--- config.mk ---
export PLATFORM = sky130hd
export DESIGN_NAME = fetch_unit_flat
export DESIGN_NICKNAME = d
export VERILOG_FILES = /design/src/rtl/fetch_unit_if.sv /design/src/rtl/fetch_unit.sv /design/src/flat_wrapper.sv
export SDC_FILE = /design/constraint.sdc
export NUM_CORES = 1
export LEC_CHECK = 0
export CORE_ASPECT_RATIO = 1.25
export CORE_MARGIN = 1.5
export CORE_UTILIZATION = 39
export CTS_CLUSTER_SIZE = 14
export DETAILED_ROUTE_END_ITERATION = 7
export PLACE_DENSITY = 0.81
export SYNTH_ARGS = -nofsm -noshare
export SYNTH_HDL_FRONTEND = slang
export SYNTH_SLANG_ARGS = --single-unit
--- constraint.sdc ---
create_clock -name CLK -period 2.3 [get_ports CLK]
set_clock_uncertainty 0.15 [all_clocks]
set_input_delay 0.46 -clock CLK [delete_from_list [all_inputs] [get_ports CLK]]
set_output_delay 0.46 -clock CLK [all_outputs]
set_load 0.005 [all_outputs]
--- src/rtl/fetch_unit_if.sv ---
// Fetch-stage bundle: instruction-cache request/response plus the pipeline
// control inputs and the IF/ID-facing outputs of the fetch unit.
interface fetch_unit_if;
  logic        ihit;
  logic [31:0] imemload;
  logic        stall;
  logic        redirect;
  logic [31:0] redirect_pc;
  logic        halt;
  logic        imemREN;
  logic [31:0] imemaddr;
  logic [31:0] instr;
  logic [31:0] pcp4;
  logic        fetch_valid;
  logic        flush_ifid;

  modport master (
    input  ihit, imemload, stall, redirect, redirect_pc, halt,
    output imemREN, imemaddr, instr, pcp4, fetch_valid, flush_ifid
  );

  modport slave (
    output ihit, imemload, stall, redirect, redirect_pc, halt,
    input  imemREN, imemaddr, instr, pcp4, fetch_valid, flush_ifid
  );
endinterface

--- src/rtl/fetch_unit.sv ---
// Instruction-fetch stage: owns the PC, issues instruction-cache reads and
// handles redirects, stalls and halt without moving the address mid-request.
module fetch_unit #(
  parameter logic [31:0] PC_INIT = 32'h0000_0000
) (
  input  logic         CLK,
  input  logic         nRST,
  fetch_unit_if.master fif
);

  typedef enum logic [1:0] {FETCH, REDIR_PEND, HALTED} state_t;

  state_t      state, state_n;
  logic [31:0] pc, pc_n;
  logic [31:0] pend_pc, pend_pc_n;
  logic [31:0] target;

  always_ff @(posedge CLK, negedge nRST) begin
    if (!nRST) begin
      state   <= FETCH;
      pc      <= PC_INIT;
      pend_pc <= '0;
    end else begin
      state   <= state_n;
      pc      <= pc_n;
      pend_pc <= pend_pc_n;
    end
  end

  always_comb begin
    state_n   = state;
    pc_n      = pc;
    pend_pc_n = pend_pc;
    target    = fif.redirect_pc & 32'hFFFF_FFFC;
    case (state)
      FETCH: begin
        if (fif.halt) begin
          state_n = HALTED;
        end else if (fif.redirect && fif.ihit) begin
          pc_n = target;
        end else if (fif.redirect) begin
          // Cache request still outstanding: park the target until it returns.
          pend_pc_n = target;
          state_n   = REDIR_PEND;
        end else if (fif.ihit && !fif.stall) begin
          pc_n = pc + 32'd4;
        end
      end
      REDIR_PEND: begin
        if (fif.halt) begin
          state_n   = HALTED;
          pend_pc_n = '0;
        end else if (fif.ihit) begin
          pc_n    = fif.redirect ? target : pend_pc;
          state_n = FETCH;
        end else if (fif.redirect) begin
          pend_pc_n = target;
        end
      end
      HALTED:  state_n = HALTED;
      default: state_n = FETCH;
    endcase
  end

  always_comb begin
    fif.imemREN     = nRST && (state != HALTED);
    fif.imemaddr    = pc;
    fif.pcp4        = pc + 32'd4;
    fif.instr       = fif.imemload;
    fif.fetch_valid = nRST && (state == FETCH) && fif.ihit && !fif.stall
                      && !fif.redirect && !fif.halt;
    fif.flush_ifid  = nRST && (fif.redirect || (state == REDIR_PEND));
  end

endmodule

--- src/flat_wrapper.sv ---
// flat-port wrapper written by rule: the top's interface ports become plain ports
module fetch_unit_flat 
#(
  parameter logic [31:0] PC_INIT = 32'h0000_0000
)
  (CLK, nRST, fif_ihit, fif_imemload, fif_stall, fif_redirect, fif_redirect_pc, fif_halt, fif_imemREN, fif_imemaddr, fif_instr, fif_pcp4, fif_fetch_valid, fif_flush_ifid);
  fetch_unit_if fif_i ();
  input  logic CLK;
  input  logic nRST;
  input wire logic [$bits(fif_i.ihit)-1:0] fif_ihit;
  input wire logic [$bits(fif_i.imemload)-1:0] fif_imemload;
  input wire logic [$bits(fif_i.stall)-1:0] fif_stall;
  input wire logic [$bits(fif_i.redirect)-1:0] fif_redirect;
  input wire logic [$bits(fif_i.redirect_pc)-1:0] fif_redirect_pc;
  input wire logic [$bits(fif_i.halt)-1:0] fif_halt;
  output wire logic [$bits(fif_i.imemREN)-1:0] fif_imemREN;
  output wire logic [$bits(fif_i.imemaddr)-1:0] fif_imemaddr;
  output wire logic [$bits(fif_i.instr)-1:0] fif_instr;
  output wire logic [$bits(fif_i.pcp4)-1:0] fif_pcp4;
  output wire logic [$bits(fif_i.fetch_valid)-1:0] fif_fetch_valid;
  output wire logic [$bits(fif_i.flush_ifid)-1:0] fif_flush_ifid;
  assign fif_i.ihit = fif_ihit;
  assign fif_i.imemload = fif_imemload;
  assign fif_i.stall = fif_stall;
  assign fif_i.redirect = fif_redirect;
  assign fif_i.redirect_pc = fif_redirect_pc;
  assign fif_i.halt = fif_halt;
  assign fif_imemREN = fif_i.imemREN;
  assign fif_imemaddr = fif_i.imemaddr;
  assign fif_instr = fif_i.instr;
  assign fif_pcp4 = fif_i.pcp4;
  assign fif_fetch_valid = fif_i.fetch_valid;
  assign fif_flush_ifid = fif_i.flush_ifid;
  fetch_unit #(.PC_INIT(PC_INIT)) u_core (.CLK(CLK), .nRST(nRST), .fif(fif_i));
endmodule
# Word-level counts from Yosys, hierarchy flattened
# Index checks and enable logic that the tools add are counted.
[totals]
reg_bits = 66
in_bits = 70
word_cells = 54
[op_classes]
addsub = 1
eq_ne = 13
mux = 19
n_reduce_logical = 18
[ops]
columns = ["operator", "count"]
rows = [
  ["32-bit two-way mux", 11],
  ["32-bit one-hot mux with 2 select lines", 2],
  ["32-bit by 3-bit adder with 32-bit output (second input constant)", 1],
  ["3-bit != test (second input constant)", 4],
  ["2-bit two-way mux", 5],
  ["2-bit != test (second input constant)", 5],
  ["1-bit logical AND", 9],
  ["2-bit one-hot mux with 3 select lines", 1],
  ["6-bit AND reduction", 1],
  ["4-bit AND reduction", 1],
  ["1-bit zero test", 3],
  ["3-bit by 1-bit != test with 1-bit output (second input constant)", 1],
  ["3-bit by 2-bit != test with 1-bit output (second input constant)", 1],
  ["3-bit AND reduction", 1],
  ["2-bit by 1-bit == test with 1-bit output (second input constant)", 1],
  ["2-bit == test (second input constant)", 1],
  ["2-bit zero test", 1],
  ["2-bit nonzero test", 1],
  ["1-bit logical OR", 1],
]

# Logic depth before layout (Yosys ltp)
# Gate-level depths: netlist of run 1.
[depth]
word_depth = 7
depth_mapped = 8
depth_no_buf = 6

# Worst setup path after synthesis of run 1
# OpenSTA, ideal clock, no wires.
[synth_path]
path_type = "flip-flop to output port"
start = "register u_core.pc[10] (netlist: u_core.fif.imemaddr[10])"
end = "output port fif_pcp4[25]"
arrival_time_ps = 1799
required_ps = 1690
slack_ps = -109
stages_incl_launch_ff = 6
n_path_buf = 1
cell_sequence = "dfrtp_1 -> nand4_4 -> or4_4 -> buf_6 -> nor3_1 -> xor2_1"
[synth_between]
elab_chain_cells = 1
[synth_lines]
columns = ["element", "line", "text"]
rows = [
  ["from (decl)", "fetch_unit.sv:14", "logic [31:0] pc, pc_n;"],
  ["from (signal assigned)", "fetch_unit.sv:25", "pc <= pc_n;"],
  ["32-bit by 3-bit adder with 32-bit output", "fetch_unit.sv:68", "fif.pcp4 = pc + 32'd4;"],
  ["to (decl)", "flat_wrapper.sv:19", "output wire logic [$bits(fif_i.pcp4)-1:0] fif_pcp4;"],
]
# No other way between the ends.

# Worst setup path after layout of run 1
[layout_path]
start = "register u_core.pc[2] (netlist: u_core.fif.imemaddr[2])"
end = "output port fif_pcp4[31]"
# The elaborated chain is that of the path after synthesis.

==> results_dict.tcl, run 1 <==
set metrics [dict create \
    status "finished with violations" \
    core_area_um2 10110 \
    worst_slack_ns -0.4842 \
    num_io_pins 169 \
    top_layer_used "met4" \
    remaining_drc_errors 0 \
    die_height_um 117.1 \
    mostFrequentLayoutCells "buf_4, clkdlybuf4s50_1, dfrtp_1, a22o_1, buf_2" \
    hold_viol 0 \
    numCtsBuffers 9 \
    slew_headroom 0.4573 \
    grt_pass1_wl_um 24520 \
    cp-start-kind "flop" \
    fp.dieW_um 94.29 \
    ir_worst_vdd_mv 0.3928 \
    worstSetupPathType "reg -> out" \
    groute.usage.overall 0.2945 \
    dr_total_vias 4715 \
    synth.net_count 505 \
    ys.flop_type "dfrtp_1" \
    wl_met3_um 1435 \
    min_path_type "in -> async" \
    max_clock_freq_mhz 359.2 \
    antenna_found_initial 0 \
    clk_pin_slew_worst_paths_ns 0.06 \
    crit_start "u_core.fif.imemaddr[2]" \
    fin_crit_sh 1.211 \
    drtAntennaViolNets 0 \
    clock_path_buffers 2 \
    place_inst 710 \
    crit_chain "buf_6, nand3_4, or4_4, buf_6, nor4_4, xor2_1, buf_2" \
    required_ns 1.69 \
    insertion_delay_ns 0.34 \
    grt_max_degree 61 \
    cp_common_cell "buf_6" \
    netlist-cell-type-count 55 \
    cts_tree "done" \
    gp_congestion 0.8969 \
    p_per_area_nw_per_um2 526.0 \
    worst_ep_arrival_time_ns 2.17 \
    drv_cap 0 \
    yosysTopAreaCell "dfrtp_1" \
    grt_pass1_vias 4731 \
    reg2regPathDepth 10 \
    rows 41 \
    layout-drive-gt1-share 0.3890 \
    dieArea_um2 11040 \
    finish.utilization 0.6603 \
    dr.pass1.iters 5 \
    wl_met2_um 8451 \
    async_flop_share 1.000 \
    numPortBuffers 102 \
    syn_area_um2 4063 \
    viasPerCell 6.171 \
    avgRoutedWirePerCell_um 21.78 \
    nets 702 \
    syn_inst 434 \
    r2r_setup_slack_ns -0.04 \
    cts_sinks 66 \
    rsz0062_at_grt "true" \
    r2r_end "u_core.fif.imemaddr[28]" \
    p_leak_nw 3.163 \
    final.min_clock_period_ns 2.784 \
    cts_root_buf "clkbuf_16" \
    diodes 0 \
    drtIter0Drc 503 \
    syn2layout_area_growth_pct 64.24 \
    critPathCaptureType "output pin" \
    gr-total-overflow 0 \
    layoutNonFillerInstCount 764 \
    worst_path_max_delay_cell "or4_4" \
    yosys.area.top_type_share 0.4065 \
    slew_violations 0 \
    slowest_delay_ns 0.56 \
    setup_viol 25 \
    worstMarginPinSlew_ns 0.8141 \
    dp_hpwl_um 9965 \
    ys_seq_elements 66 \
    violations "negative setup slack" \
    start_util 0.4020 \
    htreeDepth 3 \
    finalWirelength_um 16640 \
    ys_seq_area_frac 0.4065 \
    worstReg2RegStart "u_core.fif.imemaddr[2]" \
    synth_area_per_cell_um2 9.361 \
    synth_edf_count 0 \
    ys_warn_count 0 \
    final_common_cell "buf_4" \
    wl_met1_um 5898 \
    path_max_fanout 3 \
    synth_area_leaders "dfrtp_1, a22o_1, buf_4, xnor2_1, a21oi_1" \
]
==> area by class of cell <==
type / instances / area, um2
Timing Repair Buffer: 250 / 2122
Tap cell: 129 / 161.4
Clock inverter: 3 / 40.04
Fill cell: 711 / 3433
Multi-Input combinational cell: 295 / 2402
Clock buffer: 12 / 256.5
Sequential cell: 66 / 1653
Inverter: 9 / 37.54
==> critical path: cells and delay by family (launching register included) <==
family	cells	cell delay [ns]
AND/OR/NAND/NOR	3	0.87
buffers and inverters	3	0.39
flip-flops	1	0.40
XOR/XNOR	1	0.17
==> logic make-up after synthesis <==
family                   after synthesis  share of synthesized area
flip-flops                            66                     0.4065
adder cells (fa/ha/maj)                1                   0.003079
multiplexers                           6                    0.01540
AND/OR/NAND/NOR                      120                     0.1601
buffers and inverters                 73                     0.1032
AO/OA/AOI/OAI                        141                     0.2535
XOR/XNOR                              27                    0.05821
==> synth_stat cells, drive strengths merged, types with 4 or more instances <==
master,number
o2bb2ai,5
nor2,26
mux2i,4
a32oi,4
nor3,12
o22ai,4
o221ai,6
nand4,8
dfrtp,66
inv,9
xor2,10
buf,45
a31oi,4
and2,4
o21ai,24
a2bb2oi,6
a22oi,4
a22o,33
xnor2,17
clkbuf,19
nand3,15
and3,7
o22a,5
nor4,9
nand2,29
a21oi,24
==> worst max path at each step <==
stage,to,slack [ns],cells after the start
floorplan,fif_pcp4[25],-0.01,5
global placement,fif_fetch_valid,-0.51,4
detailed placement,fif_fetch_valid,-0.53,4
CTS,fif_pcp4[31],-0.50,6
global route,fif_pcp4[19],-0.54,7
finish,fif_pcp4[31],-0.48,7
==> sequential cells by signal (all words and copies together), names as in the netlist <==
name and count:
u_core.state 2, u_core.fif.imemaddr 32, u_core.pend_pc 32
==> metal layers <==
| metal | vias to the layer above | GRT usage |
|---|---|---|
| met3 | 92 | 0.07041 |
| met4 | 0 | 0.1662 |
| li1 | 1979 | - |
| met5 | - | 0 |
| met2 | 338 | 0.5180 |
| met1 | 2306 | 0.3248 |
==> power by group <==
group / internal (W) / switching, W / total [W]
clock network: 0.000889 / 0.000529 / 0.00142
registers: 0.00125 / 0.0000716 / 0.00132
logic: 0.000425 / 0.000344 / 0.000769
total: 0.00256 / 0.000945 / 0.00351
==> per-stage QoR <==
stage,area (um2),setup TNS (ns),worst slack (ns),hold WS [ns],power (W)
final,6673,-7.475,-0.4842,0.2217,0.003510
after global routing,6673,-9.340,-0.5371,0.2800,0.003623
after CTS,6452,-7.318,-0.4988,0.2511,0.003422
after detailed placement,5732,-17.81,-0.5277,0.2828,0.002034
after global placement,5732,-15.53,-0.5130,0.3027,0.002013
after floorplan,4074,-0.01933,-0.01194,0.01441,0.001612
==> what timing repair did <==
action                     CTS  global route
setup endpoints to repair   45            43
hold buffers                 1             0
hold endpoints to repair     6             0
cloned                       0             0
resized for setup          181            37
setup buffers               28            20
pin swaps                   39            35
No activity file was read; power rests on OpenSTA's default activity.
==> run 2, diff against run 1 <==
--- a/config.mk
+++ b/config.mk
@@ -5,6 +5,7 @@
 export SDC_FILE = /design/constraint.sdc
 export NUM_CORES = 1
 export LEC_CHECK = 0
+export CAP_MARGIN = 20
 export CORE_ASPECT_RATIO = 1.25
 export CORE_MARGIN = 1.5
 export CORE_UTILIZATION = 39
==> results of run 2 <==
Final layout, timing and power as in run 1 (identical DEF).
==> run 3, diff against run 2 <==
--- a/config.mk
+++ b/config.mk
@@ -6,12 +6,14 @@
 export NUM_CORES = 1
 export LEC_CHECK = 0
 export CAP_MARGIN = 20
+export CELL_PAD_IN_SITES_DETAIL_PLACEMENT = 0
+export CELL_PAD_IN_SITES_GLOBAL_PLACEMENT = 2
 export CORE_ASPECT_RATIO = 1.25
 export CORE_MARGIN = 1.5
-export CORE_UTILIZATION = 39
+export CORE_UTILIZATION = 22
 export CTS_CLUSTER_SIZE = 14
 export DETAILED_ROUTE_END_ITERATION = 7
-export PLACE_DENSITY = 0.81
+export PLACE_DENSITY = 0.8
 export SYNTH_ARGS = -nofsm -noshare
 export SYNTH_HDL_FRONTEND = slang
 export SYNTH_SLANG_ARGS = --single-unit
==> results_dict.tcl, run 3 (synthesis results as in run 1) <==
set metrics [dict create \
    drtIter0Drc 267 \
    worst_slack_ns -0.4969 \
    drtAntennaViolNets 0 \
    multiInputGateArea_um2 2461 \
    viasPerCell 4.983 \
    ir_worst_vdd_mv 0.2728 \
    dieArea_um2 19300 \
    grt_max_degree 67 \
    final.min_clock_period_ns 2.797 \
    fin_crit_sh 1.216 \
    core_area_um2 18100 \
    slew_violations 0 \
    dr_total_vias 4330 \
    slew_headroom 0.3927 \
    insertion_delay_ns 0.35 \
    grt_pass1_wl_um 25250 \
    worst_ep_arrival_time_ns 2.19 \
    hold_viol 0 \
    rows 55 \
    crit_chain "nand3_2, or4_4, buf_6, nor4_4, buf_4, xor2_1, buf_2" \
    grt_pass1_vias 4588 \
    cts_tree "done" \
    fp.dieW_um 124.5 \
    dp_hpwl_um 11000 \
    cts_sinks 66 \
    die_height_um 154.9 \
    cp-start-kind "flop" \
    dr.pass1.iters 5 \
    path_max_fanout 3 \
    numPortBuffers 102 \
    syn2layout_area_growth_pct 71.14 \
    finalPower_w 0.003609 \
    drv_cap 0 \
    avgRoutedWirePerCell_um 18.56 \
    worstSetupPathType "reg -> out" \
    regArea_um2 1654 \
    mostFrequentLayoutCells "buf_4, clkdlybuf4s50_1, dfrtp_1, a22o_1" \
    numCtsBuffers 9 \
    min_path_type "in -> async" \
    finish.utilization 0.3842 \
    gp_congestion 0.8388 \
    fill_cells 1755 \
    nets 707 \
    num_io_pins 169 \
    ctsHoldBuffers 0 \
    antenna_found_initial 0 \
    worst_path_max_delay_cell "or4_4" \
    p_per_area_nw_per_um2 519.1 \
    slowest_delay_ns 0.57 \
    finalWirelength_um 16130 \
    clk_pin_slew_worst_paths_ns 0.06 \
    required_ns 1.69 \
    start_util 0.2245 \
    p_leak_nw 3.247 \
    groute.usage.overall 0.1663 \
    violations "negative setup slack" \
    cts_root_buf "clkbuf_16" \
    worstMarginPinSlew_ns 0.9109 \
    clock_path_buffers 2 \
    max_clock_freq_mhz 357.5 \
    gr-total-overflow 0 \
    diodes 0 \
    critPathCaptureType "output pin" \
    r2r_setup_slack_ns 0.03 \
    status "finished with violations" \
    rsz0062_at_grt "true" \
    htreeDepth 3 \
    remaining_drc_errors 0 \
    hold_ws_ns 0.2615 \
    final_common_cell "buf_4" \
    place_ws_ns -0.6849 \
    setup_viol 23 \
    layout-drive-gt1-share 0.4103 \
]
[run 3: changes by cell type in the layout (fill, tap and decap cells not counted), moves of 3 or more]
cell      before  now
buf_2         29   26
xnor2_2        8   12
xnor2_1        8    4
o221ai_1       6    3
buf_12         3    6
o221ai_2       0    3
buf_6         22   26
[run 3: worst max-delay path: cells and delay by family, from the launching register on]
family,cells,cell delay [ns]
and+or+nand+nor,3,0.84
buffers and inverters,3,0.46
DFF,1,0.41
xor gates and xnor gates,1,0.13
[run 3: per-stage QoR]
step | setup TNS [ns] | area [um2] | instances
6_report | -7.015 | 6953 | 869
3_3_place_gp | -22.82 | 5908 | 811
4_1_cts | -8.457 | 6875 | 867
3_5_place_dp | -23.96 | 5908 | 811
2_1_floorplan | -0.01933 | 4074 | 434
5_1_grt | -9.451 | 6953 | 869
[run 3: where the power goes]
group,leakage [nW],switching [W],internal [W]
combinational,2.23,0.000337,0.000443
sequential,0.861,0.0000648,0.00125
clock,0.156,0.000538,0.000975
total,3.25,0.000940,0.00267
[run 3: repair_timing]
action                                  4_1_cts  5_1_grt
pin swaps                                    42       31
hold endpoints to repair                      0        0
gates cloned                                  1        0
endpoints found under the setup margin       52       40
setup buffers                                40       16
resized for setup                           190       38
[run 3: path summary, 6_finish.rpt]
check,endpoint,cells after the start,from
setup / recovery,fif_pcp4[31],7,u_core.fif.imemaddr[2]
hold / removal,u_core.fif.imemaddr[13],2,nRST
setup reg to reg,u_core.fif.imemaddr[28],9,u_core.fif.imemaddr[8]
hold reg to reg,u_core.pend_pc[0],1,u_core.pend_pc[0]
max in group asynchronous,u_core.fif.imemaddr[2],2,nRST
min in group CLK,u_core.pend_pc[0],1,u_core.pend_pc[0]
[run 3: per-layer routing]
| layer | track usage | vias to the layer above | share of wire |
|---|---|---|---|
| met1 | 0.2041 | 2159 | 0.42 |
| met3 | 0.03370 | 30 | 0.052 |
| met5 | 0 | - | 0 |
| met4 | 0.06732 | 0 | 0.025 |
| met2 | 0.2855 | 146 | 0.50 |
| li1 | - | 1995 | - |
[run 3: area by class of cell]
cell class / instances / share of cell area
clock inverters: 5 / 0.01116
clock buffers: 11 / 0.03491
multi-input cells: 295 / 0.3540
flip-flops and latches: 66 / 0.2379
repair buffers: 255 / 0.3156
well taps: 228 / 0.04103
inverters: 9 / 0.005399
==> edit 1, RTL diff (settings of run 2) <==
Re-encode `state_t` (3 states) as one-hot, 3 bits wide.
--- a/src/rtl/fetch_unit.sv
+++ b/src/rtl/fetch_unit.sv
@@ -8,7 +8,7 @@
   fetch_unit_if.master fif
 );
 
-  typedef enum logic [1:0] {FETCH, REDIR_PEND, HALTED} state_t;
+  typedef enum logic [2:0] {FETCH = 3'b001, REDIR_PEND = 3'b010, HALTED = 3'b100} state_t;
 
   state_t      state, state_n;
   logic [31:0] pc, pc_n;
Behaviour: same outputs for any inputs over 4 cycles, from zero or initial values and one cycle with nRST low; so few cycles prove little.
==> edit 1 against run 2 <==
- the run still ends with setup timing left
- fmax rose by 6.3%
- final area up 11%
- setup slack better by 0.16 ns
- sequential cell count is 1 higher
- area after synthesis rose by 7.9%
- register-to-register slack improved by 0.05 ns
- sequential share of layout area down 2.2 points
- routed wire length is 17% higher
- critical endpoint is now fif_pcp4[17]
Power is not compared: it rests on default switching activity, and its combinational part moved more than twofold at a synthesized area within 25%.
==> edit 1: results (changes against run 2) <==
[status]
status = complete, but fails checks  ; unchanged
violations = setup timing  ; unchanged

[place]
detailed_place.area_mm2 = 0.006103  ; was 0.005732 mm²
placement.io_buffers = 102  ; unchanged
weighted_congestion_at_the_end_of_routability_driven_global_placement = 0.9278  ; was 0.8969
place_hpwl_um = 11020  ; was 9965 µm
pre_cts_ws_ns = -0.4578  ; was -0.5277 ns
place.detailed.instances = 769  ; was 710

[global_route]
grt_max_degree = 43  ; was 61
antenna_found_initial = 0  ; unchanged
gr-usage-all-layers = 0.2940  ; was 0.2945
first_global_vias = 5139  ; was 4731
wire_length_of_the_first_global_routing_pass_um = 27430  ; was 24520 µm

[detailed_routing]
drt-total-wl_um = 19550  ; was 16640 µm
detailedRoute.firstIterationViolations = 691  ; was 503
via_per_inst = 6.303  ; was 6.171
drt_pass1_iterations = 6  ; was 5

[yosys]
synth_xor_area_frac = 0.05597  ; was 0.05821
fraction_of_the_yosys_area_taken_by_sequential_cells = 0.3829  ; was 0.4065
synthesis.nets = 551  ; was 505
synth_commonest_cells = dfrtp_1, nand2_1, buf_4  ; was dfrtp_1, buf_4, a22o_1
synth-compound-area-share = 0.2239  ; was 0.2535
synth_fa_ha_area_frac = 0.002856  ; was 0.003080
netlist-cell-type-count = 58  ; was 55
netlist_top_cells_area = dfrtp_1, buf_4, a22o_1  ; was dfrtp_1, a22o_1, buf_4
synth.mux.area_fraction = 0.01428  ; was 0.01540
post_synth.cell_area_avg_um2 = 9.129  ; was 9.361 µm²

[cts]
cts_made_buffers = 9  ; unchanged
clk_pin_slew_worst_paths_ns = 0.06  ; about the same

[finish]
nonClockBufferCount = 291  ; was 250
seq_area_mm2 = 0.001680  ; was 0.001653 mm²
final_nets = 787  ; was 702
non_clock_buffer_area_share = 0.3401  ; was 0.3180
num-clock-buffers = 10  ; was 12
postLayoutCellArea_mm2 = 0.007432  ; was 0.006673 mm²
layout.filler_cells = 729  ; was 711
fraction_of_layout_instances_using_a_drive_strength_above_1 = 0.4194  ; was 0.3890
multi_input_comb_area_mm2 = 0.002705  ; was 0.002402 mm²
stdcell_count = 855  ; was 764
clock_tree_area_fraction = 0.04259  ; was 0.04444
count_of_sequential_standard_cells = 67  ; was 66
comb.multi_input.count = 338  ; was 295

[die]
number_of_core_rows = 43  ; was 41

[worst_setup_path]
rr_worst_depth = 9  ; was 10
worst_path_max_delay_cell = dfrtp_1  ; was or4_4
r2r_setup_slack_ns = 0.01  ; was -0.04 ns
cp_slowest_stage_delay_ns = 0.42  ; was 0.56 ns
worst_ep_arrival_time_ns = 2.01  ; was 2.17 ns
cpLargestDelayFamily = buffers and inverters  ; was simple AND/OR/NAND/NOR gates
critical_path.max_fanout = 6  ; was 3

[sta]
timing.setup.tns_ns = -5.285  ; was -7.475 ns
setup_slack_ns = -0.3203  ; was -0.4842 ns
max_slew_margin = 0.6325  ; was 0.4573
final.hold.worst_slack_ns = 0.04222  ; was 0.2217 ns
setup_violations = 25  ; unchanged

[worst_hold_path]
hold_path_class = in2async  ; unchanged

[edit 1: where the power goes]
group	leakage (µW)	internal [µW]	switching, µW
logic	0.00240	2460	2010
clock network	0.000154	969	545
registers	0.000842	1700	468
total	0.00340	5130	3020
[edit 1: what timing repair did]
action                                  CTS  global route
hold buffers                              0             0
resized for setup                       181            68
pin swaps                                53            46
endpoints found under the setup margin   30            30
buffers inserted                         46            33
[edit 1: worst paths after layout]
path	endpoint	start
setup / recovery	fif_pcp4[17]	u_core.fif.imemaddr[6]
max in group asynchronous	u_core.fif.imemaddr[11]	nRST
setup reg to reg	u_core.fif.imemaddr[5]	u_core.state[2]
hold / removal	u_core.fif.imemaddr[17]	nRST
min in group CLK	u_core.pend_pc[0]	u_core.pend_pc[0]
hold reg to reg	u_core.pend_pc[0]	u_core.pend_pc[0]
[edit 1: metal layers]
metal	share of wire	GRT usage
met5	0	0
met4	0.080	0.1821
met3	0.084	0.06740
met2	0.48	0.4922
met1	0.35	0.3419
==> edit 2, RTL diff (settings of run 2) <==
Made on the original files. Make the reset (`nRST`) synchronous in one clocked block.
--- a/src/rtl/fetch_unit.sv
+++ b/src/rtl/fetch_unit.sv
@@ -15,7 +15,7 @@
   logic [31:0] pend_pc, pend_pc_n;
   logic [31:0] target;
 
-  always_ff @(posedge CLK, negedge nRST) begin
+  always_ff @(posedge CLK) begin
     if (!nRST) begin
       state   <= FETCH;
       pc      <= PC_INIT;
Check against the original RTL: differs if nRST is asserted again (counterexample within 4 cycles, from zero or initial values and one cycle with nRST low); with nRST held inactive, the same outputs for 4 cycles.
==> edit 2 against run 2 <==
- the flow still finishes with violations (setup timing)
- sequential cell count is the same
- area after synthesis shrank 1.7%
- cell count grew 12%
- routed wire length grew 16%
- setup slack gained 0.024 ns
- final area grew 5.5%
- sequential power shrank 5%
- total power grew 0.98%
- fmax grew 0.88%
==> edit 2: results (changes against run 2) <==
[finish]
layout.filler_cells = 682  ; was 711
diodes = 0  ; unchanged
fraction_of_layout_instances_using_a_drive_strength_above_1 = 0.4366  ; was 0.3890
final_nets = 792  ; was 702

[worst_setup_path]
rr_worst_depth = 14  ; was 10
reg2reg_from = u_core.fif.imemaddr[7]  ; was u_core.fif.imemaddr[2]
critical_path.max_fanout = 4  ; was 3
r2r_setup_slack_ns = -0.39  ; was -0.04 ns
cp_slowest_stage_delay_ns = 0.36  ; was 0.56 ns
cpLargestDelayFamily = simple AND/OR/NAND/NOR gates  ; unchanged
worst_ep_arrival_time_ns = 2.15  ; was 2.17 ns
worst_path_max_delay_cell = dfxtp_2  ; was or4_4

[status]
violations = setup timing  ; unchanged
status = complete, but fails checks  ; unchanged

[place]
pre_cts_ws_ns = -0.4782  ; was -0.5277 ns
place_hpwl_um = 10480  ; was 9965 µm
placement.io_buffers = 102  ; unchanged
place.detailed.instances = 769  ; was 710
detailed_place.area_mm2 = 0.005684  ; was 0.005732 mm²
weighted_congestion_at_the_end_of_routability_driven_global_placement = 0.9295  ; was 0.8969

[yosys]
dominantRegCellSynth = dfxtp_1  ; was dfrtp_1
synthArstFlopShare = 0  ; was 1.000
synth_commonest_cells = dfxtp_1, nor2_1, a22oi_1  ; was dfrtp_1, buf_4, a22o_1
netlist_top_cells_area = dfxtp_1, a22oi_1, buf_4  ; was dfrtp_1, a22o_1, buf_4
synthesis.yosys.warnings = 0  ; unchanged
post_synth_inst_count = 495  ; was 434
synth_xor_area_frac = 0.05700  ; was 0.05821
synth_fa_ha_area_frac = 0.003132  ; was 0.003080
synth.mux.area_fraction = 0.01535  ; was 0.01540
netlist-cell-type-count = 61  ; was 55
synth-compound-area-share = 0.2574  ; was 0.2535
synthesis.nets = 566  ; was 505
fraction_of_the_yosys_area_taken_by_sequential_cells = 0.3307  ; was 0.4065

[sta]
setup_slack_ns = -0.4598  ; was -0.4842 ns
final.hold.worst_slack_ns = 0.3443  ; was 0.2217 ns
setup_violations = 31  ; was 25
max_slew_margin = 0.4437  ; was 0.4573
timing.setup.tns_ns = -6.835  ; was -7.475 ns

[detailed_routing]
avgRoutedWirePerCell_um = 22.51  ; was 21.78 µm
via_count = 5383  ; was 4715
via_per_inst = 6.296  ; was 6.171
detailedRoute.firstIterationViolations = 754  ; was 503

[cts]
clk_pin_slew_worst_paths_ns = 0.06  ; about the same
worst_skew_pair.late_latency_ns = 0.35
clkSinkCount = 66  ; unchanged

[power_and_ir_drop]
static-leakage-power_uw = 0.003119  ; was 0.003163 µW
ir_drop_mv = 0.5045  ; was 0.3928 mV
switchingPower_uw = 944.0  ; was 944.6 µW

[global_route]
gr-usage-all-layers = 0.3072  ; was 0.2945
wire_length_of_the_first_global_routing_pass_um = 25740  ; was 24520 µm
first_global_vias = 5057  ; was 4731
grt_max_degree = 42  ; was 61

[worst_hold_path]
hold_path_class = reg2reg  ; was in2async

## edit 2: cell count changes after synthesis, moves of 5 or more
cell              run 2  this run
o22a_1                5         0
nand4_1               7        15
o211ai_1              0         5
a22oi_1               4        37
a22o_1               33         4
clkbuf_1             19        34
nor2_1               26        49
dfrtp_1              66         0
dfxtp_1               0        66
a2bb2oi_1             6         0
## edit 2: logic make-up after synthesis
family	after synthesis
compound gates	146
xor+xnor	26
fa+ha+maj	1
buf+inv	84
flops	66
mux	6
simple gates	166
## edit 2: final timing paths
kind	endpoint
min reg2reg	u_core.pend_pc[22]
min	u_core.pend_pc[22]
max reg2reg	u_core.fif.imemaddr[28]
max	fif_pcp4[24]
## edit 2: timing repair
action / in CTS / in global routing
gates resized for setup: 182 / 68
gates cloned: 1 / 0
setup endpoints to repair: 42 / 46
pin swaps: 44 / 42
setup buffers: 59 / 22
## edit 2: final cells by class
type                       count  area (µm²)  area share
clock buffer                  12       266.5     0.03785
clock inverter                 4       72.57     0.01031
inverter                      10       37.54    0.005330
multi-input combinational    345        2680      0.3806
sequential                    66        1351      0.1919
tap                          129       161.4     0.02292
timing repair buffer         289        2472      0.3511
## edit 2: power groups by stage
stage	Sequential, µW	Clock [µW]	Combinational [µW]
2_1_floorplan	1260	0	277
6_report	1250	1580	722
5_1_grt	1250	1630	757
3_3_place_gp	1260	0	620
3_5_place_dp	1260	0	634
4_1_cts	1240	1560	647
## edit 2: metal layers
metal / wire (µm) / track usage / vias up / part of all wire
met5: 0 / 0 / - / 0
met1: 6909 / 0.3677 / 2543 / 0.36
met4: 1536 / 0.1727 / 0 / 0.080
met3: 1816 / 0.06510 / 154 / 0.094
met2: 8984 / 0.5106 / 427 / 0.47
li1: - / - / 2259 / -
